### src/rtl/pc_sequencer.sv
// Program-counter sequencer: owns the fetch PC, the START/RUN/DONE handshake and a
// small return-address stack for call/return through the PC_LUT.
module pc_sequencer #(
    parameter int          D         = 12,
    parameter int unsigned START_PC  = 0,
    parameter int          RAS_DEPTH = 4
) (
    input  logic         Clk,
    input  logic         Reset_n,
    input  logic         Start,
    input  logic         Stall,
    input  logic         Halt,
    input  logic         Jump,
    input  logic         Call,
    input  logic         Ret,
    input  logic [4:0]   Lut_idx,
    output logic [4:0]   addr_lut,
    input  logic [D-1:0] target,
    output logic [D-1:0] Prog_ctr,
    output logic         Valid,
    output logic         Done,
    output logic         Stack_err
);

    localparam int IW  = $clog2(RAS_DEPTH);
    localparam int SPW = IW + 1;
    localparam logic [SPW-1:0] SP_FULL    = SPW'(RAS_DEPTH);
    localparam logic [SPW-1:0] SP_ZERO    = {SPW{1'b0}};
    localparam logic [D-1:0]   START_PC_V = D'(START_PC);

    typedef enum logic [1:0] {
        ST_IDLE = 2'd0,
        ST_RUN  = 2'd1,
        ST_DONE = 2'd2
    } state_t;

    state_t         state_r;
    state_t         state_s;
    logic [D-1:0]   pc_r;
    logic [D-1:0]   pc_s;
    logic [D-1:0]   pc_inc_s;
    logic [SPW-1:0] sp_r;
    logic [SPW-1:0] sp_s;
    logic [SPW-1:0] sp_dec_s;
    logic [IW-1:0]  top_idx_s;
    logic [IW-1:0]  push_idx_s;
    logic           push_s;
    logic           err_r;
    logic           err_s;
    logic           valid_r;
    logic           done_r;
    logic [D-1:0]   ras_r [RAS_DEPTH];

    assign addr_lut   = Lut_idx;
    assign Prog_ctr   = pc_r;
    assign Valid      = valid_r;
    assign Done       = done_r;
    assign Stack_err  = err_r;

    // Modulo-2**D increment doubles as the pushed return address.
    assign pc_inc_s   = pc_r + D'(1);
    assign sp_dec_s   = sp_r - SPW'(1);
    assign top_idx_s  = sp_dec_s[IW-1:0];
    assign push_idx_s = sp_r[IW-1:0];

    // Next-state, next-PC and stack-pointer selection with Halt > Ret > Call > Jump priority.
    always_comb begin
        state_s = state_r;
        pc_s    = pc_r;
        sp_s    = sp_r;
        err_s   = err_r;
        push_s  = 1'b0;
        case (state_r)
            ST_IDLE, ST_DONE: begin
                if (Start) begin
                    state_s = ST_RUN;
                    pc_s    = START_PC_V;
                    sp_s    = SP_ZERO;
                    err_s   = 1'b0;
                end else begin
                    state_s = state_r;
                end
            end
            ST_RUN: begin
                if (Stall) begin
                    state_s = state_r;
                end else if (Halt) begin
                    state_s = ST_DONE;
                end else if (Ret) begin
                    if (sp_r != SP_ZERO) begin
                        pc_s = ras_r[top_idx_s];
                        sp_s = sp_dec_s;
                    end else begin
                        pc_s  = pc_inc_s;
                        err_s = 1'b1;
                    end
                end else if (Call) begin
                    // A full stack drops the push but the call still transfers control.
                    pc_s = target;
                    if (sp_r == SP_FULL) begin
                        err_s = 1'b1;
                    end else begin
                        push_s = 1'b1;
                        sp_s   = sp_r + SPW'(1);
                    end
                end else if (Jump) begin
                    pc_s = target;
                end else begin
                    pc_s = pc_inc_s;
                end
            end
            default: begin
                state_s = ST_IDLE;
                pc_s    = {D{1'b0}};
                sp_s    = SP_ZERO;
                err_s   = 1'b0;
            end
        endcase
    end

    // Sequencer state, PC, stack pointer and registered status outputs.
    always_ff @(posedge Clk or negedge Reset_n) begin
        if (!Reset_n) begin
            state_r <= ST_IDLE;
            pc_r    <= {D{1'b0}};
            sp_r    <= SP_ZERO;
            err_r   <= 1'b0;
            valid_r <= 1'b0;
            done_r  <= 1'b0;
        end else begin
            state_r <= state_s;
            pc_r    <= pc_s;
            sp_r    <= sp_s;
            err_r   <= err_s;
            valid_r <= (state_s == ST_RUN);
            done_r  <= (state_s == ST_DONE);
        end
    end

    // Return-address storage; contents are don't-care until pushed.
    always_ff @(posedge Clk) begin
        if (push_s) begin
            ras_r[push_idx_s] <= pc_inc_s;
        end
    end

endmodule
### config.mk
export PLATFORM = sky130hd
export DESIGN_NAME = pc_sequencer
export DESIGN_NICKNAME = d
export VERILOG_FILES = /design/src/rtl/pc_sequencer.sv
export SDC_FILE = /design/constraint.sdc
export NUM_CORES = 1
export LEC_CHECK = 0
export BUFFER_PORTS_ARGS = -buffer_cell sky130_fd_sc_hd__buf_2
export CAP_MARGIN = 20
export CORE_AREA = 2 2 119 121
export DETAILED_ROUTE_END_ITERATION = 8
export DIE_AREA = 0 0 121 123
export GPL_TIMING_DRIVEN = 0
export PLACE_DENSITY = 0.48
export SLEW_MARGIN = 20
export SYNTH_ARGS = -nofsm -noshare
export SYNTH_HDL_FRONTEND = slang
export SYNTH_SLANG_ARGS = --single-unit
### constraint.sdc
create_clock -name Clk -period 5.75 [get_ports Clk]
set_input_delay 0.2875 -clock Clk [delete_from_list [all_inputs] [get_ports Clk]]
set_output_delay 0.2875 -clock Clk [all_outputs]
set_load 0.1 [all_outputs]
After elaboration in Yosys (flattened, before gate mapping) --
Memory sizes are Yosys's and may differ from the RTL's. Cells that the tools add are included.
Storage, ports and cells: register bits 20, bits in writable memories 48, bits of input ports 25, output and inout port bits 20, word-level logic and storage cells 65, memories kept 1
Memory list:
- ras_r | depth 4, bits a word 12, rd ports 1, clocked after Yosys merged registers in 0, wr ports 1, line 52 | logic [D-1:0] ras_r [RAS_DEPTH];
Cells by class: add/subtract/negate cells 3, equal/unequal tests 13, multiplexer cells 36, reductions and logical operators 6
Operators by type and width (number):
- 12-bit two-way mux | 7
- 12-bit case mux with 2 select lines | 1
- 3-bit two-way mux | 7
- 1-bit two-way mux | 15
- 3-bit inequality test, second input constant | 5
- 12-bit by 1-bit adder with 12-bit output, second input constant | 1
- 6-bit AND reduction | 2
- 2-bit two-way mux | 3
- 2-bit inequality test, second input constant | 3
- 3-bit case mux with 2 select lines | 1
- 2-bit by 1-bit equality test with 1-bit output, second input constant | 2
- 2-bit equality test, second input constant | 2
- 2-bit case mux with 2 select lines | 1
- 3-bit by 1-bit adder with 3-bit output, second input constant | 1
- 3-bit equality test, second input constant | 1
- 3-bit AND reduction | 1
- 3-bit nonzero test | 1
- 3-bit by 1-bit subtractor with 3-bit output, second input constant | 1
- 2-bit logical NOT | 1
- 1-bit case mux with 2 select lines | 1
- 2-bit OR reduction | 1

Logic depth before layout (Yosys ltp) --
Gate-level depths: netlist of the first run.
word-level depth 9, depth in mapped cells 9, mapped depth without buffers 6

Least setup slack after synthesis of the first run --
No wires, ideal clock.
path kind flip-flop to flip-flop, start register pc_r[0], in the netlist Prog_ctr[0], end register pc_r[10], in the netlist Prog_ctr[10], library setup time 0.104 ns, arrival 2.396 ns, data required time 5.646 ns, setup slack 3.250 ns, cell stages (with the launch flop) 6, buffers on the path 0, period minus slack after synthesis 2.500 ns, cells stage by stage dfrtp_1 > ha_1 > nand3_2 > or4_1 > and4_4 > o41ai_2
Between the ends: cells in the longest elaborated chain, start to end 7, elaborated cells between the ends (all ways) 8, classes of those cells 1 x add/sub; 7 x mux
Ends and longest elaborated chain:
- from (decl) | line 39 | logic [D-1:0] pc_r;
- from (signal assigned) | line 125 | pc_r <= {D{1'b0}};
- from (signal assigned) | line 132 | pc_r <= pc_s;
- 12-bit by 1-bit adder with 12-bit output * | line 61 | assign pc_inc_s = pc_r + D'(1);
- 12-bit two-way mux | line 106 | end else if (Jump) begin
- 12-bit two-way mux | line 97 | end else if (Call) begin
- 12-bit two-way mux * | line 89 | end else if (Ret) begin
- 12-bit two-way mux * | line 87 | end else if (Halt) begin
- 12-bit two-way mux * | line 85 | if (Stall) begin
- 12-bit case mux with 2 select lines * | line 73 | case (state_r)
Every way passes the cells marked *; elsewhere a longest branch is shown, timed or not. The select of a mux whose other input is x is not followed. A chain may end at the register's enable or synchronous reset.

Final worst setup path of the first run --
start register sp_r[0], end register pc_r[11], in the netlist Prog_ctr[11]
Between the ends: cells in the longest elaborated chain, start to end 7, elaborated cells between the ends (all ways) 8, classes of those cells 1 x add/sub; 5 x mux; 1 x reduce/logical; 1 x memory
Ends and longest elaborated chain:
- from (decl) | line 42 | logic [SPW-1:0] sp_r;
- from (signal assigned) | line 133 | sp_r <= sp_s;
- 3-bit by 1-bit subtractor with 3-bit output | line 62 | assign sp_dec_s = sp_r - SPW'(1);
- memory read 4 x 12 bit
- 12-bit two-way mux * | line 90 | if (sp_r != SP_ZERO) begin
- 12-bit two-way mux * | line 89
- 12-bit two-way mux * | line 87
- 12-bit two-way mux * | line 85
- 12-bit case mux with 2 select lines * | line 73
Marks and branches as above.

==> metrics, run 1 <==
synth warn 0; CTS tree done; Core Footprint 13,600 µm²; Synth area leader edfxtp_1; clk_lat worst skew 330 ps; Cell Count, Final, Fillers Out 489; maxcap violations 0; commonest non-fill, non-tap cell in the layout edfxtp_1; Cell Area, Placed 3760 µm²; Tcrit/Tclk final 0.488; WHS 266 ps; placed cell count 472; post-CTS resize count 0; asr flop ratio synth 0.294; FMAX 0.356 GHz; synth-to-layout area growth 21.7%; Detailed Route WL 8.64 mm; share of the synthesized area in the top cell type 0.432; Seq cells post-synth 68; Startpoint Class flip-flop; sequential element share of the synthesized area 0.582; RSZ-0062 raised after global routing false; Mapped Cells 253; fin crit period 2810 ps; initial antenna violation count 0; clock sink count 68; Setup crit end kind flip-flop; Slew @ Worst Pin 783 ps; main area contributors after synthesis edfxtp_1 (43%), dfrtp_1 (15%), mux4_2 (8.1%); Worst VDD drop 207 µV; Synth cell types 52; post-DR vias/cell 4.67; # IOs 45; Min-Delay Path Class input port to flip-flop; grt ovf 0; Clk pin slew, worst setup/hold paths 50 ps; Synth Area per Inst 13.2 µm²; Syn Nets 284; DR pass1 iterations 4; Port Buffers 39; drc violations 0; vias in the first global route 2,272; DRT antenna net count 0; CTS max path bufs 2; clk_skew 6.03 ps; first-pass GRT wire length 13.5 mm; endpoints failing setup 0; GPL Wtd Cong 0.792; DRT iter0 DRCs 194; Slew HR 0.478; setup TNS 0 ps; CP arrival 3010 ps; Core Util, Final 0.298; PD cells 499 nW/µm²; fin area 4060 µm²; # hold bufs at CTS 1; maximum fanout along the worst path 10; Die X 121 µm; Antenna diodes 0; die area 14,900 µm²; gr usage total 0.124; Place WS 2850 ps; number of post-CTS setup repair buffers 0; Syn Std Cell Area 3340 µm²; Via Count 2,284; CTS root buf clkbuf_16; Static Leak 1.56 nW; wire per inst 17.7 µm; Power Total 2.03 mW; WS Path Type flip-flop to flip-flop; proportion of layout cells with a drive suffix above 1 0.291; EDFF count, synth 48; largest net degree at the start of global routing 21; H-tree depth 3; final HPWL from detailed placement 6.01 mm; max-slew violations 0; most frequent cells in the layout edfxtp_1 (48), buf_2 (44), nand2_1 (26); CTS Buf Count 9; Die Ht 123 µm; status finished clean; Worst Slack Setup Final 2940 ps; Final nets 335; Starting Density 0.245; num rows 43; final hold vios 0; Critical Path RT 5950 ps; Synth Flop Type edfxtp_1
-- per-layer routing --
layer	global-route usage	vias to the layer above	wire, µm
met5	0	-	0
met4	0.0371	0	91
met3	0.0327	7	434
met2	0.182	62	3810
met1	0.179	1135	4300
li1	-	1080	-
-- final cells by class --
| cell class | count | area (µm²) |
|---|---|---|
| well taps | 180 | 225 |
| multi-input cells | 163 | 1290 |
| clock buffers | 10 | 229 |
| flip-flops and latches | 68 | 1940 |
| inverters | 7 | 26.3 |
| plain buffers | 15 | 85.1 |
| fillers | 1402 | 9550 |
| clock inverters | 6 | 56.3 |
| repair buffers | 40 | 205 |
-- worst max-delay path, cell delays in order, from the launching register on --
cell and delay [ps]:
dfrtp_1 390, buf_2 240, buf_4 290, inv_1 130, ha_1 410, buf_2 350
mux4_2 360, or3_1 320, o311ai_0 100, nand2_1 90
-- cells by family after synthesis --
kind of cell               after synthesis  share of synthesized area
and+or+nand+nor                         83                      0.137
DFF                                     68                      0.582
AOI/OAI and AO/OA                       51                      0.113
buffers and inverters                   22                     0.0334
muxes                                   17                     0.0964
xor gates and xnor gates                 6                     0.0158
adders and majority gates                6                     0.0225
-- Yosys cell counts (2+ instances only) --
library cell / instances
nand2b_1: 3
o211ai_1: 2
o311ai_0: 3
nand3_1: 4
nor3_1: 8
or4_1: 2
or3_1: 5
o21ai_0: 12
edfxtp_1: 48
or2_2: 7
and2_1: 6
a22o_1: 3
nor4_1: 3
nand2_1: 26
clkbuf_1: 4
xor2_1: 4
o22ai_1: 3
buf_4: 6
nand4_1: 2
o21a_1: 5
mux2i_1: 4
a21oi_1: 3
buf_2: 5
nor2b_1: 3
mux4_2: 12
o221ai_1: 5
nor2_1: 6
a222oi_1: 2
ha_1: 6
xnor2_1: 2
a21o_1: 2
dfrtp_1: 20
inv_1: 7
a211oi_1: 2
-- state kept, by name, summed over array words and instances (netlist names) --
| signal | count |
|---|---|
| Done | 1 |
| Prog_ctr | 12 |
| Stack_err | 1 |
| Valid | 1 |
| ras_r | 48 |
| sp_r | 3 |
| state_r | 2 |
-- power breakdown --
group	total (mW)	internal, mW	switching [mW]	leakage [nW]
logic	0.812	0.232	0.580	0.709
clock network	0.530	0.332	0.199	0.140
registers	0.683	0.614	0.0689	0.706
total	2.03	1.18	0.847	1.56
-- worst paths after layout --
path	startpoint	end	slack [ps]	cells past startpoint
worst max-delay path	sp_r[0]	Prog_ctr[11]	2940	9
worst min-delay path	Start	state_r[0]	270	3
worst max register to register	sp_r[0]	Prog_ctr[11]	2940	9
worst min register to register	Stack_err	Stack_err	500	2
max in group asynchronous	Reset_n	Prog_ctr[6]	4920	2
min in group asynchronous	Reset_n	state_r[0]	470	2
No activity file was read; power rests on OpenSTA's default activity.
==> run 2: changes to the inputs <==
Clock period 5.75 ns to 2.9 ns, I/O delays scaled along.
==> run 2 against run 1 <==
Compared with the run above:
- via count up 0.53%
- largest cell class unchanged
- final cell count stayed put
- global-route usage is the same
- cell area grew 0.15%
- critical path type unchanged
- fmax increased by 7.4%
- utilization about the same
- power up 99%
- highest routed layer unchanged
- sequential power grew 98%
==> metrics, run 2 (synthesis gave the netlist of run 1 again) <==
worst stage delay on the critical path 410 ps; Slew HR 0.479; CTS root buf clkbuf_16; Critical Path RT 3100 ps; wire per inst 17.7 µm; status finished clean; post-DR vias/cell 4.70; Comb pwr share 0.402; first-pass GRT wire length 13.5 mm; clk_lat worst skew 330 ps; hold depth 3; # IOs 45; die area 14,900 µm²; Worst VDD drop 410 µV; Static Leak 1.56 nW; WS Path Type flip-flop to flip-flop; Setup crit end kind flip-flop; cells on worst reg2reg path 9; most frequent cells in the layout edfxtp_1 (48), buf_2 (43), nand2_1 (26); max-slew violations 0; DRT iter0 DRCs 193; Startpoint Class flip-flop; clk_skew 5.62 ps; PD cells 991 nW/µm²; gr usage total 0.124; GPL Wtd Cong 0.792; Bufs and invs on worst path 4; Worst path depth 9; synth-to-layout area growth 21.9%; num rows 43; Clk pin slew, worst setup/hold paths 50 ps; DRT antenna net count 0; H-tree depth 3; RSZ-0062 raised after global routing false; CP arrival 2820 ps; number of post-CTS setup repair buffers 0; share of power burned in registers 0.336; Final nets 335; clock sink count 68; worst path cell trace buf_2 > buf_6 > inv_1 > ha_1 > buf_4 > mux4_2 > or3_1 > o311ai_0 > nand2_1; Core Util, Final 0.299; Core Footprint 13,600 µm²; endpoints failing setup 0; Net Sw Frac 0.418; final hold vios 0; DR pass1 iterations 4; internal power contribution 2.34 mW; Die X 121 µm; CTS max path bufs 2; delay-heaviest family, CP buffers and inverters; Min-Delay Path Class input port to flip-flop; WHS 123 ps; Critical-path top delay cell ha_1; Top reg by flops ras_r; Die Ht 123 µm; Tcrit/Tclk final 0.902; Detailed Route WL 8.67 mm; maximum fanout along the worst path 10; placed cell count 472; drc violations 0; final HPWL from detailed placement 6.01 mm; largest net degree at the start of global routing 21; clock power share 0.262; setup TNS 0 ps; Largest register FFs 48; Power Total 4.03 mW; grt ovf 0; initial antenna violation count 0; Via Count 2,296; proportion of layout cells with a drive suffix above 1 0.291; FMAX 0.382 GHz; Slew @ Worst Pin 782 ps; CTS Buf Count 9; sw power 1.68 mW; Starting Density 0.245; Port Buffers 39; fin crit period 2620 ps; Antenna diodes 0; maxcap violations 0; Cell Count, Final, Fillers Out 489; fillcell total 1,399; commonest non-fill, non-tap cell in the layout edfxtp_1; vias in the first global route 2,272; CTS tree done
run 2: cell count changes in the layout (fill, tap and decap cells not counted):
cell   previous run  this run
buf_6             0         1
buf_2            44        43
run 2: cell type report:
cell class              instances  area, µm²  area share
flip-flops and latches         68       1940       0.478
multi-input cells             163       1290       0.318
clock buffers                  10        229      0.0563
well taps                     180        225      0.0554
repair buffers                 40        205      0.0505
plain buffers                  15       91.3      0.0225
clock inverters                 6       56.3      0.0138
inverters                       7       26.3     0.00646
run 2: worst min-delay path, stage by stage:
cell and delay [ps]:
buf_2 120, inv_1 70, o22ai_1 70
run 2: power groups by stage:
stage	Clock (mW)	Combinational, mW	Sequential [mW]
after floorplan	0	0.755	1.84
after global placement	0	1.61	1.37
after detailed placement	0	1.62	1.37
after CTS	1.07	1.63	1.36
after global routing	1.11	1.75	1.38
final	1.05	1.62	1.35
run 2: worst paths after layout:
check                               start      endpoint  slack, ps
worst max-delay path              sp_r[0]  Prog_ctr[11]        280
worst min-delay path                Start    state_r[0]        120
worst max register to register    sp_r[0]  Prog_ctr[11]        280
worst min register to register  Stack_err     Stack_err        500
max in group asynchronous         Reset_n   Prog_ctr[6]       2210
min in group asynchronous         Reset_n    state_r[0]        330
run 2: through the flow:
stage	instance area, µm²	setup slack [ps]
floorplan	3340	400
global placement	3760	-39.9
detailed placement	3760	2.98
CTS	4060	3.82
global route	4070	35.4
finish	4070	284
run 2: what timing repair did:
item / CTS / global route
endpoints found under the setup margin: 0 / 38
gates resized for setup: 0 / 3
hold endpoints to repair: 20 / 0
hold buffers: 1 / 0
run 2: routing by layer:
layer / global-route usage / wire length [µm] / vias to the layer above
met1: 0.179 / 4300 / 1140
met3: 0.0327 / 437 / 7
li1: - / - / 1083
met4: 0.0371 / 91 / 0
met5: 0 / 0 / -
met2: 0.182 / 3840 / 66
==> run 3: changes to the inputs <==
Settings changed: CORE_AREA 2 2 119 121 to 4 4 121 123, DIE_AREA 0 0 121 123 to 0 0 125 127.
==> run 3 against run 2 <==
Compared with the run above:
- register-to-register slack got worse by 30 ps
- sequential power barely moved
- critical path depth did not move
- critical endpoint unchanged
- largest power group unchanged
==> metrics, run 3 (synthesis gave the netlist of run 1 again) <==
status finished clean; clk_skew 8.34 ps; Starting Density 0.244; Final nets 335; post-DR vias/cell 4.66; GPL Wtd Cong 0.800; Cell Area, Placed 3760 µm²; delay-heaviest family, CP buffers and inverters; Static Leak 1.56 nW; most frequent cells in the layout edfxtp_1 (48), buf_2 (43), nand2_1 (26); Core Footprint 13,700 µm²; final HPWL from detailed placement 6.14 mm; Critical-path top delay cell ha_1; clock power share 0.267; fin crit period 2650 ps; internal power contribution 2.37 mW; fin area 4080 µm²; Worst VDD drop 423 µV; final hold vios 0; sw power 1.69 mW; setup TNS 0 ps; Critical Path RT 3100 ps; register area 1940 µm²; die area 15,900 µm²; max-slew violations 0; largest net degree at the start of global routing 21; Antenna diodes 0; CTS max path bufs 2; proportion of layout cells with a drive suffix above 1 0.291; commonest non-fill, non-tap cell in the layout edfxtp_1; DRT antenna net count 0; drc violations 0; share of power burned in registers 0.332; H-tree depth 3; initial antenna violation count 0; Min-Delay Path Class input port to flip-flop; Comb pwr share 0.401; Slew @ Worst Pin 775 ps; Largest register FFs 48; wire per inst 18.1 µm; Slew HR 0.483; Tcrit/Tclk final 0.914; FMAX 0.377 GHz; maximum fanout along the worst path 10; Top reg by flops ras_r; Via Count 2,279; worst stage delay on the critical path 400 ps; DR pass1 iterations 4; Bufs and invs on worst path 4; Worst Slack Setup Final 249 ps; Setup crit end kind flip-flop; WS Path Type flip-flop to flip-flop; Port Buffers 39; grt ovf 0; CTS tree done; Clk pin slew, worst setup/hold paths 50 ps; synth-to-layout area growth 22.2%; clock sink count 68; # IOs 45; multi-input logic area 1290 µm²; CP arrival 2850 ps; fillcell total 1,411; Detailed Route WL 8.85 mm; endpoints failing setup 0; num rows 43; number of post-CTS setup repair buffers 0; Startpoint Class flip-flop; RSZ-0062 raised after global routing false; Die Ht 127 µm; vias in the first global route 2,411; clk_lat worst skew 330 ps; first-pass GRT wire length 13.9 mm; CTS root buf clkbuf_16; Net Sw Frac 0.416; DRT iter0 DRCs 73; PD cells 997 nW/µm²; worst path cell trace buf_2 > buf_6 > inv_1 > ha_1 > clkbuf_4 > mux4_2 > or3_1 > o311ai_0 > nand2_1; CTS Buf Count 9; gr usage total 0.115; Die X 125 µm; Place WS 53.7 ps; maxcap violations 0; Power Total 4.07 mW
run 3: changes by cell type in the layout (fill, tap and decap cells not counted), sizes merged:
cell / before / now
clkbuf: 14 / 17
buf: 50 / 49
clkinv: 4 / 3
clkinvlp: 1 / 0
run 3: path summary, 6_finish.rpt:
path,start,endpoint,slack (ps),cells after the start
max reg2reg,sp_r[0],Prog_ctr[11],250,9
min,Start,state_r[0],120,3
min reg2reg,Stack_err,Stack_err,490,2
min in group asynchronous,Reset_n,Prog_ctr[10],330,2
max in group asynchronous,Reset_n,Stack_err,2210,2
max,sp_r[0],Prog_ctr[11],250,9
run 3: layer usage:
| metal | share of wire | wire (µm) | global-route usage | up-vias |
|---|---|---|---|---|
| li1 | - | - | - | 1078 |
| met1 | 0.49 | 4300 | 0.157 | 1129 |
| met2 | 0.44 | 3910 | 0.172 | 65 |
| met3 | 0.058 | 511 | 0.0364 | 7 |
| met4 | 0.015 | 136 | 0.0453 | 0 |
| met5 | 0 | 0 | 0 | - |
run 3: power groups by stage:
stage | Clock, mW | Combinational [mW] | Sequential (mW)
after floorplan | 0 | 0.755 | 1.84
after detailed placement | 0 | 1.63 | 1.37
final | 1.08 | 1.63 | 1.35
after CTS | 1.12 | 1.64 | 1.35
after global placement | 0 | 1.61 | 1.36
after global routing | 1.16 | 1.76 | 1.37
run 3: tightest hold or removal path, cell delays in order:
cell and delay, ps:
buf_2 120, inv_1 70, o22ai_1 70
run 3: metrics by stage:
stage / util / cells / hold WS [ps]
floorplan: - / 253 / -151
global placement: 0.275 / 472 / 147
detailed placement: 0.275 / 472 / 163
CTS: 0.297 / 489 / 101
global route: 0.298 / 489 / 139
finish: 0.298 / 489 / 122
run 3: final cells by class:
class | instances | area share
Buffer | 15 | 0.0224
Clock buffer | 12 | 0.0605
Clock inverter | 4 | 0.0120
Inverter | 7 | 0.00645
Multi-Input combinational cell | 163 | 0.317
Sequential cell | 68 | 0.476
Tap cell | 180 | 0.0552
Timing Repair Buffer | 40 | 0.0503
run 3: repair_timing:
action	in CTS	in global routing
hold buffers	1	0
setup endpoints to repair	0	22
resized for setup	0	2
hold endpoints to repair	20	0
